===== config.mk =====
export PLATFORM = sky130hd
export DESIGN_NAME = ring_phase_monitor
export DESIGN_NICKNAME = d
export VERILOG_FILES = /design/src/rtl/ring_mon_pkg.sv /design/src/rtl/ring_phase_monitor_enc.sv /design/src/rtl/ring_phase_monitor.sv
export SDC_FILE = /design/constraint.sdc
export NUM_CORES = 1
export LEC_CHECK = 0
export BUFFER_PORTS_ARGS = -buffer_cell sky130_fd_sc_hd__buf_2
export CORE_MARGIN = 2
export CORE_UTILIZATION = 55
export CTS_BUF_LIST = sky130_fd_sc_hd__clkbuf_16
export CTS_CLUSTER_DIAMETER = 60
export DETAILED_ROUTE_END_ITERATION = 10
export PLACE_DENSITY_LB_ADDON = 0.12
export SLEW_MARGIN = 20
export SYNTH_ARGS = -nofsm -noshare
export SYNTH_HDL_FRONTEND = slang
export SYNTH_SLANG_ARGS = --single-unit

===== constraint.sdc =====
create_clock -name clk -period 5 [get_ports clk]
set_input_delay 0.75 -clock clk [delete_from_list [all_inputs] [get_ports clk]]
set_output_delay 0.75 -clock clk [all_outputs]
set_load 0.005 [all_outputs]

===== src/rtl/ring_mon_pkg.sv =====
// rtl/ring_mon_pkg.sv - shared state, fault codes and ring helper functions for ring_phase_monitor
package ring_mon_pkg;

  // Helpers work on a fixed-width container; callers zero-extend and pass the live width.
  localparam int MAX_W = 64;

  typedef enum logic [1:0] {
    IDLE    = 2'd0,
    LOCKING = 2'd1,
    LOCKED  = 2'd2,
    FAULT   = 2'd3
  } ring_state_t;

  localparam logic [1:0] FC_NONE   = 2'b00;
  localparam logic [1:0] FC_ONEHOT = 2'b01;
  localparam logic [1:0] FC_STEP   = 2'b10;

  function automatic logic [MAX_W-1:0] ring_step(input logic [MAX_W-1:0] p, input int width);
    logic [MAX_W-1:0] r;
    r = '0;
    for (int i = 0; i < MAX_W - 1; i++) begin
      if (i < width - 1) r[i] = p[i+1];
    end
    r[width-1] = p[0];
    return r;
  endfunction

  function automatic logic is_onehot(input logic [MAX_W-1:0] v, input int width);
    int n;
    n = 0;
    for (int i = 0; i < MAX_W; i++) begin
      if (i < width && v[i]) n++;
    end
    return (n == 1);
  endfunction

  function automatic int onehot_to_idx(input logic [MAX_W-1:0] v, input int width);
    int idx;
    idx = 0;
    for (int i = 0; i < MAX_W; i++) begin
      if (i < width && v[i]) idx = idx | i;
    end
    return idx;
  endfunction

endpackage


===== src/rtl/ring_phase_monitor_enc.sv =====
// rtl/ring_phase_monitor_enc.sv - ring_onehot_enc: combinational one-hot check and binary encode
module ring_onehot_enc
  import ring_mon_pkg::*;
#(
  parameter int WIDTH = 4,
  parameter int IDX_W = $clog2(WIDTH)
) (
  input  logic [WIDTH-1:0] ring_in,
  output logic             onehot,
  output logic [IDX_W-1:0] idx
);

  always_comb begin
    onehot = is_onehot(MAX_W'(ring_in), WIDTH);
    idx    = IDX_W'(onehot_to_idx(MAX_W'(ring_in), WIDTH));
  end

endmodule


===== src/rtl/ring_phase_monitor.sv =====
// rtl/ring_phase_monitor.sv - one-hot ring phase tracker with lock/fault FSM
// Optional err_count output under RING_PHASE_MONITOR_STATS_EN.
module ring_phase_monitor
  import ring_mon_pkg::*;
#(
  parameter int WIDTH    = 4,
  parameter int IDX_W    = $clog2(WIDTH),
  parameter int REV_W    = 8,
  parameter int LOCK_CNT = 2
) (
  input  logic             clk,
  input  logic             reset,
  input  logic [WIDTH-1:0] ring_in,
  input  logic             ring_valid,
  input  logic             clear_fault,
  output logic [IDX_W-1:0] phase_idx,
  output logic             phase_valid,
  output logic [REV_W-1:0] rev_count,
  output logic             locked,
  output logic             fault,
  output logic [1:0]       fault_code
`ifdef RING_PHASE_MONITOR_STATS_EN
  ,
  output logic [7:0]       err_count
`endif
);

  localparam int GC_W = $clog2(LOCK_CNT + 1);

  ring_state_t      state, state_nxt;
  logic [WIDTH-1:0] prev;
  logic [GC_W-1:0]  good_cnt;
  logic             in_onehot;
  logic [IDX_W-1:0] in_idx;
  logic             step_ok, good, lock_hit;

  ring_onehot_enc #(.WIDTH(WIDTH), .IDX_W(IDX_W)) u_enc (
    .ring_in (ring_in),
    .onehot  (in_onehot),
    .idx     (in_idx)
  );

  assign step_ok  = (MAX_W'(ring_in) == ring_step(MAX_W'(prev), WIDTH));
  assign good     = ring_valid && in_onehot && step_ok;
  // Lock on the LOCK_CNT-th consecutive good step, i.e. when the pre-increment count hits LOCK_CNT-1.
  assign lock_hit = (good_cnt == GC_W'(LOCK_CNT - 1));

  always_ff @(posedge clk or negedge reset) begin
    if (!reset) state <= IDLE;
    else        state <= state_nxt;
  end

  always_comb begin
    state_nxt = state;
    if (clear_fault) begin
      state_nxt = IDLE;
    end else if (ring_valid) begin
      case (state)
        IDLE:    if (in_onehot) state_nxt = LOCKING;
        LOCKING: begin
          if (!in_onehot)           state_nxt = IDLE;
          else if (good && lock_hit) state_nxt = LOCKED;
        end
        LOCKED:  if (!good) state_nxt = FAULT;
        default: state_nxt = state;
      endcase
    end
  end

  always_comb begin
    locked = (state == LOCKED);
    fault  = (state == FAULT);
  end

  always_ff @(posedge clk or negedge reset) begin
    if (!reset) begin
      prev        <= '0;
      good_cnt    <= '0;
      rev_count   <= '0;
      phase_idx   <= '0;
      phase_valid <= 1'b0;
      fault_code  <= FC_NONE;
    end else begin
      phase_valid <= 1'b0;
      if (clear_fault) begin
        prev       <= '0;
        good_cnt   <= '0;
        rev_count  <= '0;
        fault_code <= FC_NONE;
      end else if (ring_valid) begin
        case (state)
          IDLE: if (in_onehot) begin
            prev     <= ring_in;
            good_cnt <= '0;
          end
          LOCKING: if (in_onehot) begin
            prev     <= ring_in;
            good_cnt <= step_ok ? good_cnt + 1'b1 : '0;
          end
          LOCKED: begin
            if (good) begin
              prev        <= ring_in;
              phase_idx   <= in_idx;
              phase_valid <= 1'b1;
              if (prev[0]) rev_count <= rev_count + 1'b1;
            end else begin
              fault_code <= in_onehot ? FC_STEP : FC_ONEHOT;
            end
          end
          default: ;
        endcase
      end
    end
  end

`ifdef RING_PHASE_MONITOR_STATS_EN
  // Survives clear_fault so repeated fault/clear cycles remain visible.
  always_ff @(posedge clk or negedge reset) begin
    if (!reset) begin
      err_count <= '0;
    end else if (state == LOCKED && state_nxt == FAULT && err_count != 8'hFF) begin
      err_count <= err_count + 1'b1;
    end
  end
`endif

endmodule


# Word-level counts from Yosys, hierarchy flattened
# Index checks and enable logic that the tools add are counted.
[totals]
reg_bits = 21
latchBits = 0
ram_bits = 0
romBits = 0
inputBits = 8
out_inout_bits = 15
elab_cells = 83
mem_count = 0
[classes]
add_sub_neg = 5
multipliers = 0
div = 0
magnitude_cmp = 0
eq_ne = 13
shift = 0
muxes = 39
n_bitwise = 1
reduce_logical = 18
[ops]
columns = ["cell", "n"]
rows = [
  ["32-bit by 2-bit adder with 32-bit output, second input constant", 3],
  ["32-bit 2-to-1 mux", 3],
  ["8-bit 2-to-1 mux", 5],
  ["2-bit 2-to-1 mux", 18],
  ["32-bit by 2-bit == test with 1-bit output, second input constant", 1],
  ["4-bit 2-to-1 mux", 4],
  ["4-bit AND reduction", 4],
  ["3-bit != test, second input constant", 3],
  ["8-bit by 1-bit adder with 8-bit output, second input constant", 1],
  ["4-bit case mux with 2 select lines", 1],
  ["2-bit nonzero test", 4],
  ["1-bit 2-to-1 mux", 6],
  ["2-bit case mux with 3 select lines", 1],
  ["3-bit nonzero test", 2],
  ["5-bit AND reduction", 1],
  ["2-bit by 1-bit == test with 1-bit output, second input constant", 2],
  ["2-bit == test, second input constant", 2],
  ["4-bit == test", 1],
  ["4-bit != test, second input constant", 1],
  ["2-bit case mux with 2 select lines", 1],
  ["4-bit nonzero test", 1],
  ["1-bit logical AND", 3],
  ["3-bit by 1-bit != test with 1-bit output, second input constant", 1],
  ["3-bit by 2-bit != test with 1-bit output, second input constant", 1],
  ["other kinds (6)", 6],
]

# Logic depth before layout (Yosys ltp)
# Gate-level depths: netlist (run 1).
[logic_depth]
ltp_word = 16
depth_mapped = 10
ltp_nobuf = 10

# By module
# Synthesis (run 1) repeated with hierarchy kept, for this count alone.
[unflattened]
cells_unflattened = 129
area_unflattened_um2 = 1276.2
[modules_own_cells]
columns = ["module", "instances", "cells_per_inst", "area_each_um2", "seq_area_each_um2"]
rows = [
  ["ring_phase_monitor", 1, 114, 1159.9, 525.5],
  ["ring_onehot_enc", 1, 15, 116.4, 0.0],
]

# Least setup slack after synthesis (run 1)
# OpenSTA, ideal clock, no wires.
[synth_timing]
path_type = "input to register"
startpoint = "input port ring_in[0]"
endpoint = "register state[1]"
setup_time_ps = 128
arrival_ps = 2941
setup_slack_ps = 1931
path_stages = 10
cell_sequence = "inv_1 -> ha_1 -> xor2_1 -> ha_1 -> nor4b_4 -> nor4_4 -> or2_4 -> nor4_4 -> nor3_2 -> mux2i_1"
[synth_via]
elab_chain_cells = 13
word_cells_on_any_way = 20
[synth_lines]
columns = ["item", "line_no", "text"]
rows = [
  ["start, declared", "ring_phase_monitor.sv:13", "input logic [WIDTH-1:0] ring_in,"],
  ["1-bit 2-to-1 mux", "ring_mon_pkg.sv:32", "if (i < width && v[i]) n++;"],
  ["32-bit by 2-bit adder with 32-bit output", "ring_mon_pkg.sv:32", ""],
  ["32-bit 2-to-1 mux", "ring_mon_pkg.sv:32", ""],
  ["32-bit by 2-bit adder with 32-bit output", "ring_mon_pkg.sv:32", ""],
  ["32-bit 2-to-1 mux", "ring_mon_pkg.sv:32", ""],
  ["32-bit by 2-bit adder with 32-bit output", "ring_mon_pkg.sv:32", ""],
  ["32-bit 2-to-1 mux", "ring_mon_pkg.sv:32", ""],
  ["32-bit by 2-bit == test with 1-bit output", "ring_mon_pkg.sv:34", "return (n == 1);"],
  ["1-bit logical AND (2 in series)", "ring_phase_monitor.sv:44", "assign good = ring_valid && in_onehot && step_ok;"],
  ["1-bit logical AND", "ring_phase_monitor.sv:62", "else if (good && lock_hit) state_nxt = LOCKED;"],
  ["4-bit != test (no line)", "n/a", ""],
  ["5-bit AND reduction (no line)", "n/a", ""],
  ["end signal, assigned", "ring_phase_monitor.sv:50", "else state <= state_nxt;"],
  ["end, declared", "ring_phase_monitor.sv:30", "ring_state_t state, state_nxt;"],
]
# Parallel ways exist; a longest one is shown, timed or not. The select of a mux whose other input is x is not followed.
# A chain may end at the register's enable or synchronous reset.

# Worst setup path in the final report (run 1)
[layout_timing]
startpoint = "input port ring_in[1]"
endpoint = "register state[0]"
[layout_via]
elab_chain_cells = 11
word_cells_on_any_way = 18
[layout_lines]
columns = ["item", "line_no"]
rows = [
  ["32-bit 2-to-1 mux", "ring_mon_pkg.sv:32"],
  ["32-bit by 2-bit adder with 32-bit output", "ring_mon_pkg.sv:32"],
  ["32-bit 2-to-1 mux", "ring_mon_pkg.sv:32"],
  ["32-bit by 2-bit adder with 32-bit output", "ring_mon_pkg.sv:32"],
  ["32-bit 2-to-1 mux", "ring_mon_pkg.sv:32"],
  ["32-bit by 2-bit == test with 1-bit output", "ring_mon_pkg.sv:34"],
  ["1-bit logical AND (2 in series)", "ring_phase_monitor.sv:44"],
  ["1-bit logical AND", "ring_phase_monitor.sv:62"],
  ["4-bit != test (no line)", "n/a"],
  ["5-bit AND reduction (no line)", "n/a"],
]
# Parallel ways exist; a longest one is shown, timed or not. The select of a mux whose other input is x is not followed.

==> qor.yml, run 1 <==
route:
  via_per_inst: 5.48
  drt_iter0_markers: 6
  first_pass_iters: 2
  remaining_drc_errors: 0
  ant_nets: 0
  wirelength_mm: 2.71
  vias: 1046
  wl_per_cell_microns: 14.2
grt:
  grt_pass1_vias: 1037
  grt-busiest-layer: "met2"
  grt_overflow: 0
  grt_max_degree: 24
  grt_usage: 0.222
  met3_usage: 0.0246
  use_met2: 0.384
  antenna_found_initial: 0
  use_met1: 0.290
  grt_pass1_wl_mm: 4.71
worst_hold_path:
  hold_path_class: "input port to asynchronous set/reset pin"
placement:
  io_buffers: 22
  post-dp-hpwl_mm: 1.97
  place_area_sq_um: 1490
  place.gp.congestion: 0.815
logic_synthesis:
  synth_top_area_cell: "dfrtp_1"
  synth_cell_types: 38
  ys_seq_area_frac: 0.375
  synthCells: 141
  synth_area_leaders: "dfrtp_1 (38%), ha_1 (8.0%), nor2_1 (5.6%)"
  synth_top_area_share: 0.375
  synth_ff_type: "dfrtp_1"
  async_reset_ff_frac: 1.00
  synth_area_sq_um: 1400
  synth_edf_count: 0
  syn_nets: 158
  syn_area_per_cell_sq_um: 9.94
  ys_ff_latch: 21
  yosys_warnings: 0
  synthTopCellsByCount: "dfrtp_1 (21), nor2_1 (21), nand2_1 (14)"
sta:
  clock.fmax_mhz: 316
  fin_setup_tns_ps: 0
  max-slew-margin-rel: 0.647
  setup_viol: 0
  rsz0062_at_grt: "false"
  report.final.slew_viol_count: 0
  worst_slew_pin_slew_ps: 525
  hold_violations: 0
  final.setup_skew_ps: 1.65
  fin_crit_ps: 3160
  finalCritPeriodShare: 0.633
die:
  core_area_sq_um: 2450
  die_w_microns: 54.5
  num_io_pins: 23
  design.die.area_sq_um: 2970
  initial_core_util: 0.571
  rows: 18
  die_height_microns: 54.5
clocking:
  cts_hold_buffers: 0
  insertion_delay_ps: 250
  clockRootBuffer: "clkbuf_16"
  post_cts_resized: 0
  cts_tree: "yes"
  cts_buffers: 3
  post_cts_buffers: 0
  cts_max_path_buffers: 2
  htreeDepth: 1
  cts.sinks: 21
  clkSlewWorstSetupHoldPaths_ps: 60
layout:
  fin_nets: 179
  antenna_cells: 0
  area_growth_pct: 12.2
  postLayoutCellArea_sq_um: 1570
  final_layout_size_suffix_gt1_frac: 0.255
power:
  leakage_nw: 0.738
  total_power_w: 0.000416
  ir_worst_vdd_mv: 0.211
  power_density_nw_per_um2: 265
setup_path:
  crit_path_top_delay_cell: "nor4_4"
  path_class: "input port to register"
  crit_buf_inv: 2
  cp_slowest_stage_delay_ps: 450
  worstPathArrival_ps: 3300
  crit_family: "simple AND/OR/NAND/NOR gates"
  cp_cell_sequence: "buf_2, inv_1, ha_1, xor2_1, ha_1, nor4b_4, nor4_4, or2_4, nor4_4, nor3_2, o32ai_1"
  critPathMaxFanout: 7
  start_kind: "input port"
  endpoint_kind: "register"
  cp_data_required_time_ps: 5140
job:
  maxCapViolCount: 0
run_status:
  status: "finished clean"
[path summary, 6_finish.rpt]
path	startpoint	end	slack (ps)	cells past startpoint
worst max register to register	state[0]	rev_count[5]	2970	7
worst max-delay path	ring_in[1]	state[0]	1840	11
max in group asynchronous	reset	state[1]	4230	1
min in group clk	prev[2]	prev[2]	500	2
worst min register to register	prev[2]	prev[2]	500	2
worst min-delay path	reset	prev[2]	450	1
[registers in the layout, indices dropped and copies added, names as in the netlist]
register	count
good_cnt	2
phase_valid	1
rev_count	8
fault_code	2
prev	4
phase_idx	2
state	2
[area by class of cell]
type / count / area, sq um
sequential: 21 / 526
clock inverter: 1 / 5.00
multi-input combinational: 106 / 790
fill: 222 / 882
tap: 30 / 37.5
inverter: 8 / 30.0
clock buffer: 3 / 75.1
timing repair buffer: 22 / 110
[worst reg2reg max path: stages, from the launching register on]
cell and delay (ps):
dfrtp_1 400, inv_1 120, ha_1 360, nand3_1 180
nor4_4 420, nand2_1 120, or2_0 220, a21oi_1 150
[metrics by stage]
step	utilization	hold WS, ps	instances	worst slack, ps
6_report	0.641	447	191	1840
5_1_grt	0.641	494	191	1600
4_1_cts	0.641	468	191	1820
3_5_place_dp	0.608	497	187	1570
3_3_place_gp	0.608	490	187	1700
2_1_floorplan	-	454	141	1930
[report_power, final]
group | internal (W) | switching, W | total (W)
sequential | 0.000174 | 0.00000334 | 0.000178
combinational | 0.0000268 | 0.0000422 | 0.0000690
clock | 0.000107 | 0.0000624 | 0.000170
total | 0.000308 | 0.000108 | 0.000416
[layer usage]
| layer | wire (microns) | vias up |
|---|---|---|
| li1 | - | 523 |
| met1 | 1240 | 506 |
| met2 | 1390 | 15 |
| met3 | 68 | 2 |
| met4 | 12 | 0 |
| met5 | 0 | - |
[cell families (layout without fill, tap and decap cells)]
logic type	after synthesis	count (layout)	synth area share
xor+xnor	11	11	0.0687
flops	21	21	0.375
buf+inv	14	34	0.0616
compound gates	19	19	0.0839
simple gates	62	62	0.295
mux	5	5	0.0357
fa+ha+maj	9	9	0.0804
[layout by cell type, fill, tap and decap left out, drive strengths merged, types with 2 or more instances in the layout]
| cell | Yosys | layout |
|---|---|---|
| nor2 | 21 | 21 |
| nor4b | 2 | 2 |
| nand2 | 14 | 14 |
| xor2 | 5 | 5 |
| inv | 8 | 8 |
| a21oi | 6 | 6 |
| mux2i | 5 | 5 |
| buf | 2 | 22 |
| nor3 | 2 | 2 |
| xnor2 | 6 | 6 |
| ha | 9 | 9 |
| or2 | 4 | 4 |
| o21ai | 7 | 7 |
| o31ai | 2 | 2 |
| clkbuf | 3 | 3 |
| nand4 | 5 | 5 |
| dfrtp | 21 | 21 |
| a31oi | 2 | 2 |
| nand3 | 3 | 3 |
| nor4 | 4 | 4 |
Note: power is estimated with default switching activity, not from simulation.
==> inputs of run 2 (changes only) <==
- ABC_AREA: default -> 1
- CORE_UTILIZATION: 55 -> 50
- clock period: 5 -> 2.9 ns (I/O delays scaled with it)
==> qor.yml, run 2 <==
grt:
  grt_max_degree: 22  # -8.3%
  grt-busiest-layer: "met2"
  grt_overflow: 0  # unchanged
  met3_usage: 0.0268  # +0.00220
  grt_pass1_wl_mm: 5.54  # +18%
  use_met2: 0.362  # -0.0215
  grt_pass1_vias: 1268  # +22%
  use_met1: 0.276  # -0.0145
  antenna_found_initial: 0  # unchanged
  grt_usage: 0.214  # -0.00764
setup_path:
  cp_slowest_stage_delay_ps: 330  # -120 ps
  r2r_setup_slack_ps: 1190  # -1780 ps
  crit_path_top_delay_cell: "ha_1"
  endpoint_kind: "register"
  r2r-end: "prev[2]"
  rr_worst_depth: 10  # +3
  worstPathArrival_ps: 2510  # -790 ps
  rr_startpoint: "state[1]"
  path_class: "input port to register"
  critPathMaxFanout: 11  # +4
  crit_family: "simple AND/OR/NAND/NOR gates"
  cp_data_required_time_ps: 3040  # -2100 ps
  cp_cell_sequence: "buf_2, inv_1, ha_1, nor2_2, nor2_4, ha_1, nor2_1, o21ai_2, a21oi_4, nand4_1, nand2_2, inv_2, nand2_1, nand2_1"
  start_kind: "input port"
  crit_buf_inv: 3  # +1
power:
  power_frac_clock: 0.323  # -0.085
  leakage_nw: 0.906  # +23%
  p_switching_w: 0.000293  # +170%
  ir_worst_vdd_mv: 0.416  # +98%
  p_int_w: 0.000599  # +94%
  seqPwrFrac: 0.406  # -0.021
  swShare: 0.329  # +0.0693
  combPwrFrac: 0.271  # +0.105
  power_density_nw_per_um2: 542  # +100%
run_status:
  status: "finished clean"
logic_synthesis:
  async_reset_ff_frac: 1.00  # unchanged
  synth_area_leaders: "dfrtp_1 (36%), nand2_1 (16%), ha_1 (7.8%)"
  synth_top_area_share: 0.363  # -0.0123
  synth_top_area_cell: "dfrtp_1"
  ys_ff_latch: 21  # unchanged
  syn_area_per_cell_sq_um: 7.39  # -26%
  yosys_warnings: 0  # unchanged
  syn_nets: 213  # +35%
  synth_area_sq_um: 1450  # +3.4%
  yosysMostFrequentCell: "nand2_1"
  synthTopCellsByCount: "nand2_1 (61), inv_1 (22), dfrtp_1 (21)"
  synth_edf_count: 0  # unchanged
  synth_cell_types: 26  # -32%
  synthCells: 196  # +39%
  synth_ff_type: "dfrtp_1"
  ys_seq_area_frac: 0.363  # -0.0123
sta:
  rsz0062_at_grt: "false"
  report.final.slew_viol_count: 0  # unchanged
  final.setup_skew_ps: 5.33  # +3.68 ps
  holdWs_ps: 132  # -316 ps
  finalCritPeriodShare: 0.816
  clock.fmax_mhz: 423
  fin_setup_tns_ps: 0  # unchanged
  hold_violations: 0  # unchanged
  worst_slew_pin_slew_ps: 510  # -15.6 ps
  fin_crit_ps: 2370
  max-slew-margin-rel: 0.660  # +0.0126
  setup_viol: 0  # unchanged
  fin_ws_ps: 534  # -1300 ps
die:
  initial_core_util: 0.525  # -0.0454
  die_height_microns: 57.8  # +6.2%
  num_io_pins: 23  # unchanged
  die_w_microns: 57.8  # +6.2%
  core_area_sq_um: 2760  # +12%
  design.die.area_sq_um: 3340  # +13%
  rows: 19  # +1
clocking:
  clockRootBuffer: "clkbuf_16"
  cts_tree: "yes"
  cts.sinks: 21  # unchanged
  cts_hold_buffers: 0  # unchanged
  clkSlewWorstSetupHoldPaths_ps: 60  # about the same
  post_cts_resized: 0  # unchanged
  insertion_delay_ps: 250  # about the same
  post_cts_buffers: 0  # unchanged
  cts_max_path_buffers: 2  # unchanged
  htreeDepth: 1  # unchanged
  cts_buffers: 3  # unchanged
layout:
  fin_nets: 236  # +32%
  final_layout_size_suffix_gt1_frac: 0.211  # -0.0436
  final_common_cell: "nand2_1"
  largestRegisters: "rev_count x8, prev x4"
  final_cell_mix: "nand2_1 (61), inv_1 (22), buf_2 (22), dfrtp_1 (21), nor2_1 (16)"
  antenna_cells: 0  # unchanged
  area_growth_pct: 13.6
  largest_register_ffs: 8  # unchanged
  final_util: 0.597  # -0.0436
  nFillCells: 251  # +13%
  largest_register: "rev_count"
route:
  drt_iter0_markers: 39  # +33
  wl_per_cell_microns: 12.0  # -15%
  via_per_inst: 5.31  # -3.0%
  ant_nets: 0  # unchanged
  remaining_drc_errors: 0  # unchanged
  wirelength_mm: 3.00  # +11%
  vias: 1323  # +26%
  first_pass_iters: 4  # +2
placement:
  place.gp.congestion: 0.916  # +12%
  io_buffers: 22  # unchanged
  post-dp-hpwl_mm: 2.32  # +17%
  dp_slack_ps: 275  # -1290 ps
worst_hold_path:
  hold_path_class: "input port to asynchronous set/reset pin"
job:
  maxCapViolCount: 0  # unchanged
## run 2: cell types whose count changed after synthesis, moves of 4 or more
cell,before,now
nand2_1,14,61
inv_1,8,22
nand3_1,3,14
o21ai_1,0,10
o21ai_0,7,0
inv_2,0,6
mux2i_1,5,0
nand3_2,0,5
nor2_1,21,16
a21oi_1,6,2
xnor2_1,6,2
## run 2: cells by family after synthesis
group                      share of synthesized area
adders and majority gates                     0.0777
DFF                                            0.363
xor gates and xnor gates                      0.0484
and+or+nand+nor                                0.337
buffers and inverters                         0.0941
AOI/OAI and AO/OA                             0.0803
## run 2: through the flow
step | power [W] | instance area (sq um) | std cells
floorplan | 0.000544 | 1450 | 196
global route | 0.000958 | 1650 | 249
CTS | 0.000899 | 1650 | 249
finish | 0.000892 | 1650 | 249
global placement | 0.000597 | 1570 | 245
detailed placement | 0.000607 | 1570 | 245
## run 2: worst max path at each step
stage / from / to / slack (ps) / cells after the start
floorplan: ring_in[0] / rev_count[5] / 710 / 13
global placement: ring_in[0] / rev_count[1] / 360 / 14
detailed placement: ring_in[0] / rev_count[7] / 270 / 14
CTS: ring_in[0] / rev_count[1] / 550 / 14
global route: ring_in[0] / rev_count[1] / 290 / 14
finish: ring_in[0] / rev_count[1] / 530 / 14
## run 2: area by class of cell
cell class / instances / area, sq um / area share
Sequential cell: 21 / 526 / 0.319
Clock inverter: 1 / 5.00 / 0.00304
Multi-Input combinational cell: 143 / 787 / 0.478
Timing Repair Buffer: 22 / 110 / 0.0669
Tap cell: 31 / 38.8 / 0.0236
Clock buffer: 3 / 75.1 / 0.0456
Inverter: 28 / 105 / 0.0638
## run 2: power by group through the flow
| stage | sequential, W | clock [W] | combinational [W] |
|---|---|---|---|
| 3_3_place_gp | 0.000364 | 0 | 0.000233 |
| 6_report | 0.000362 | 0.000288 | 0.000242 |
| 4_1_cts | 0.000361 | 0.000294 | 0.000244 |
| 2_1_floorplan | 0.000357 | 0 | 0.000188 |
| 3_5_place_dp | 0.000366 | 0 | 0.000242 |
| 5_1_grt | 0.000368 | 0.000306 | 0.000284 |
## run 2: metal layers
layer  up-vias  share of wire
li1        665              -
met1       626           0.47
met2        27           0.48
met3         5          0.034
met4         0          0.019
met5         -              0
==> inputs of run 3 (changes only) <==
- CORE_UTILIZATION: 50 -> 55
- clock period: 2.9 -> 2.45 ns (I/O delays scaled with it)
==> qor.yml, run 3 (synthesis gave the netlist of run 2 again) <==
layout:
  largest_register_ffs: 8  # unchanged
  largestRegisters: "rev_count x8, prev x4"
  final_cell_mix: "nand2_1 (61), inv_1 (22), buf_2 (22), dfrtp_1 (21), nor2_1 (16)"
  area_growth_pct: 14.6
  postLayoutCellArea_sq_um: 1660  # +0.84%
  final_layout_size_suffix_gt1_frac: 0.218  # +0.00717
  fin_nets: 238  # +0.85%
  antenna_cells: 0  # unchanged
  largest_register: "rev_count"
  final_common_cell: "nand2_1"
sta:
  max-slew-margin-rel: 0.628  # -0.0312
  final.setup_skew_ps: 5.96  # +0.634 ps
  fin_crit_ps: 2250
  rsz0062_at_grt: "false"
  hold_violations: 0  # unchanged
  clock.fmax_mhz: 445
  setup_viol: 0  # unchanged
  fin_setup_tns_ps: 0  # unchanged
  report.final.slew_viol_count: 0  # unchanged
  holdWs_ps: 64.8  # -66.9 ps
  worst_slew_pin_slew_ps: 557  # +46.7 ps
  finalCritPeriodShare: 0.917
route:
  wl_per_cell_microns: 12.4  # +3.3%
  remaining_drc_errors: 0  # unchanged
  via_per_inst: 5.23  # -1.5%
  vias: 1308  # -1.1%
  first_pass_iters: 5  # +1
  ant_nets: 0  # unchanged
  wirelength_mm: 3.11  # +3.7%
  drt_iter0_markers: 44  # +13%
grt:
  grt_pass1_wl_mm: 5.39  # -2.7%
  grt_usage: 0.216  # +0.00231
  grt_max_degree: 22  # unchanged
  grt_overflow: 0  # unchanged
  antenna_found_initial: 0  # unchanged
  grt_pass1_vias: 1265  # -0.24%
die:
  die_w_microns: 55.3  # -4.3%
  num_io_pins: 23  # unchanged
  core_area_sq_um: 2480  # -10%
  die_height_microns: 55.3  # -4.3%
  design.die.area_sq_um: 3060  # -8.5%
  rows: 18  # -1
  initial_core_util: 0.585  # +0.0594
run_status:
  status: "finished clean"
power:
  ir_worst_vdd_mv: 0.516  # +24%
  power_frac_clock: 0.327  # +0.004
  combPwrFrac: 0.275  # +0.004
  leakage_nw: 0.916  # +1.1%
  power_density_nw_per_um2: 646  # +19%
  swShare: 0.335  # +0.00689
  seqPwrFrac: 0.397  # -0.009
  p_switching_w: 0.000360  # +23%
  p_int_w: 0.000713  # +19%
clocking:
  cts_hold_buffers: 0  # unchanged
  clkSlewWorstSetupHoldPaths_ps: 60  # about the same
  post_cts_buffers: 0  # unchanged
  clockRootBuffer: "clkbuf_16"
  cts_tree: "yes"
  post_cts_resized: 0  # unchanged
  htreeDepth: 1  # unchanged
  cts.sinks: 21  # unchanged
  cts_max_path_buffers: 2  # unchanged
  insertion_delay_ps: 250  # about the same
  cts_buffers: 3  # unchanged
setup_path:
  crit_path_top_delay_cell: "ha_1"
  endpoint_kind: "register"
  cp_slowest_stage_delay_ps: 330  # about the same
  crit_family: "simple AND/OR/NAND/NOR gates"
  crit_buf_inv: 3  # unchanged
  critPathMaxFanout: 10  # -1
  crit_top_cell: "ha_1"
  rr_startpoint: "prev[2]"
  cp_cell_sequence: "buf_2, inv_1, ha_1, nor2_2, nor2_4, ha_1, nor2_1, o21ai_2, a21oi_4, nand4_1, nand2_2, buf_4, nand3_2, nand2_1"
  cp_data_required_time_ps: 2640  # -400 ps
  startpoint: "ring_in[0]"
  path_class: "input port to register"
  worstPathArrival_ps: 2440  # -70 ps
  start_kind: "input port"
placement:
  place.gp.congestion: 0.867  # -5.3%
  place_area_sq_um: 1580  # +0.88%
  io_buffers: 22  # unchanged
  post-dp-hpwl_mm: 2.37  # +2.3%
job:
  maxCapViolCount: 0  # unchanged
worst_hold_path:
  hold_path_class: "input port to asynchronous set/reset pin"
run 3: cell types whose count changed in the layout (fill, tap and decap cells not counted):
cell | before | now
buf_4 | 0 | 2
run 3: power groups by stage:
stage	Sequential, W	Clock [W]	Combinational, W
after CTS	0.000426	0.000351	0.000297
final	0.000426	0.000351	0.000295
after detailed placement	0.000432	0	0.000295
after floorplan	0.000422	0	0.000222
after global routing	0.000434	0.000368	0.000345
after global placement	0.000430	0	0.000279
run 3: path summary, 6_finish.rpt:
kind | cells after the start | end | slack (ps)
setup / recovery | 14 | rev_count[1] | 200
hold / removal | 1 | prev[2] | 60
setup reg to reg | 10 | rev_count[1] | 750
hold reg to reg | 2 | phase_idx[0] | 490
max in group asynchronous | 1 | fault_code[1] | 2050
min in group clk | 3 | prev[0] | 390
run 3: metrics by stage:
| stage | cells | util | setup WS, ps | power (W) |
|---|---|---|---|---|
| floorplan | 196 | - | 329 | 0.000644 |
| global placement | 246 | 0.638 | 65.2 | 0.000709 |
| detailed placement | 246 | 0.638 | -67.5 | 0.000726 |
| CTS | 250 | 0.670 | 197 | 0.00107 |
| global route | 250 | 0.670 | 47.8 | 0.00115 |
| finish | 250 | 0.670 | 204 | 0.00107 |
run 3: area by class of cell:
type                    count  area, sq um
clock buffers               3         75.1
clock inverters             1         5.00
fillers                   214          817
inverters                  28          105
multi-input cells         143          787
flip-flops and latches     21          526
well taps                  30         37.5
repair buffers             24          125
run 3: layer usage:
layer | vias up | global-route usage | routed length [microns]
li1 | 664 | - | -
met1 | 618 | 0.277 | 1420
met2 | 24 | 0.383 | 1560
met3 | 2 | 0.0304 | 111
met4 | 0 | 0.0523 | 10
met5 | - | 0 | 0
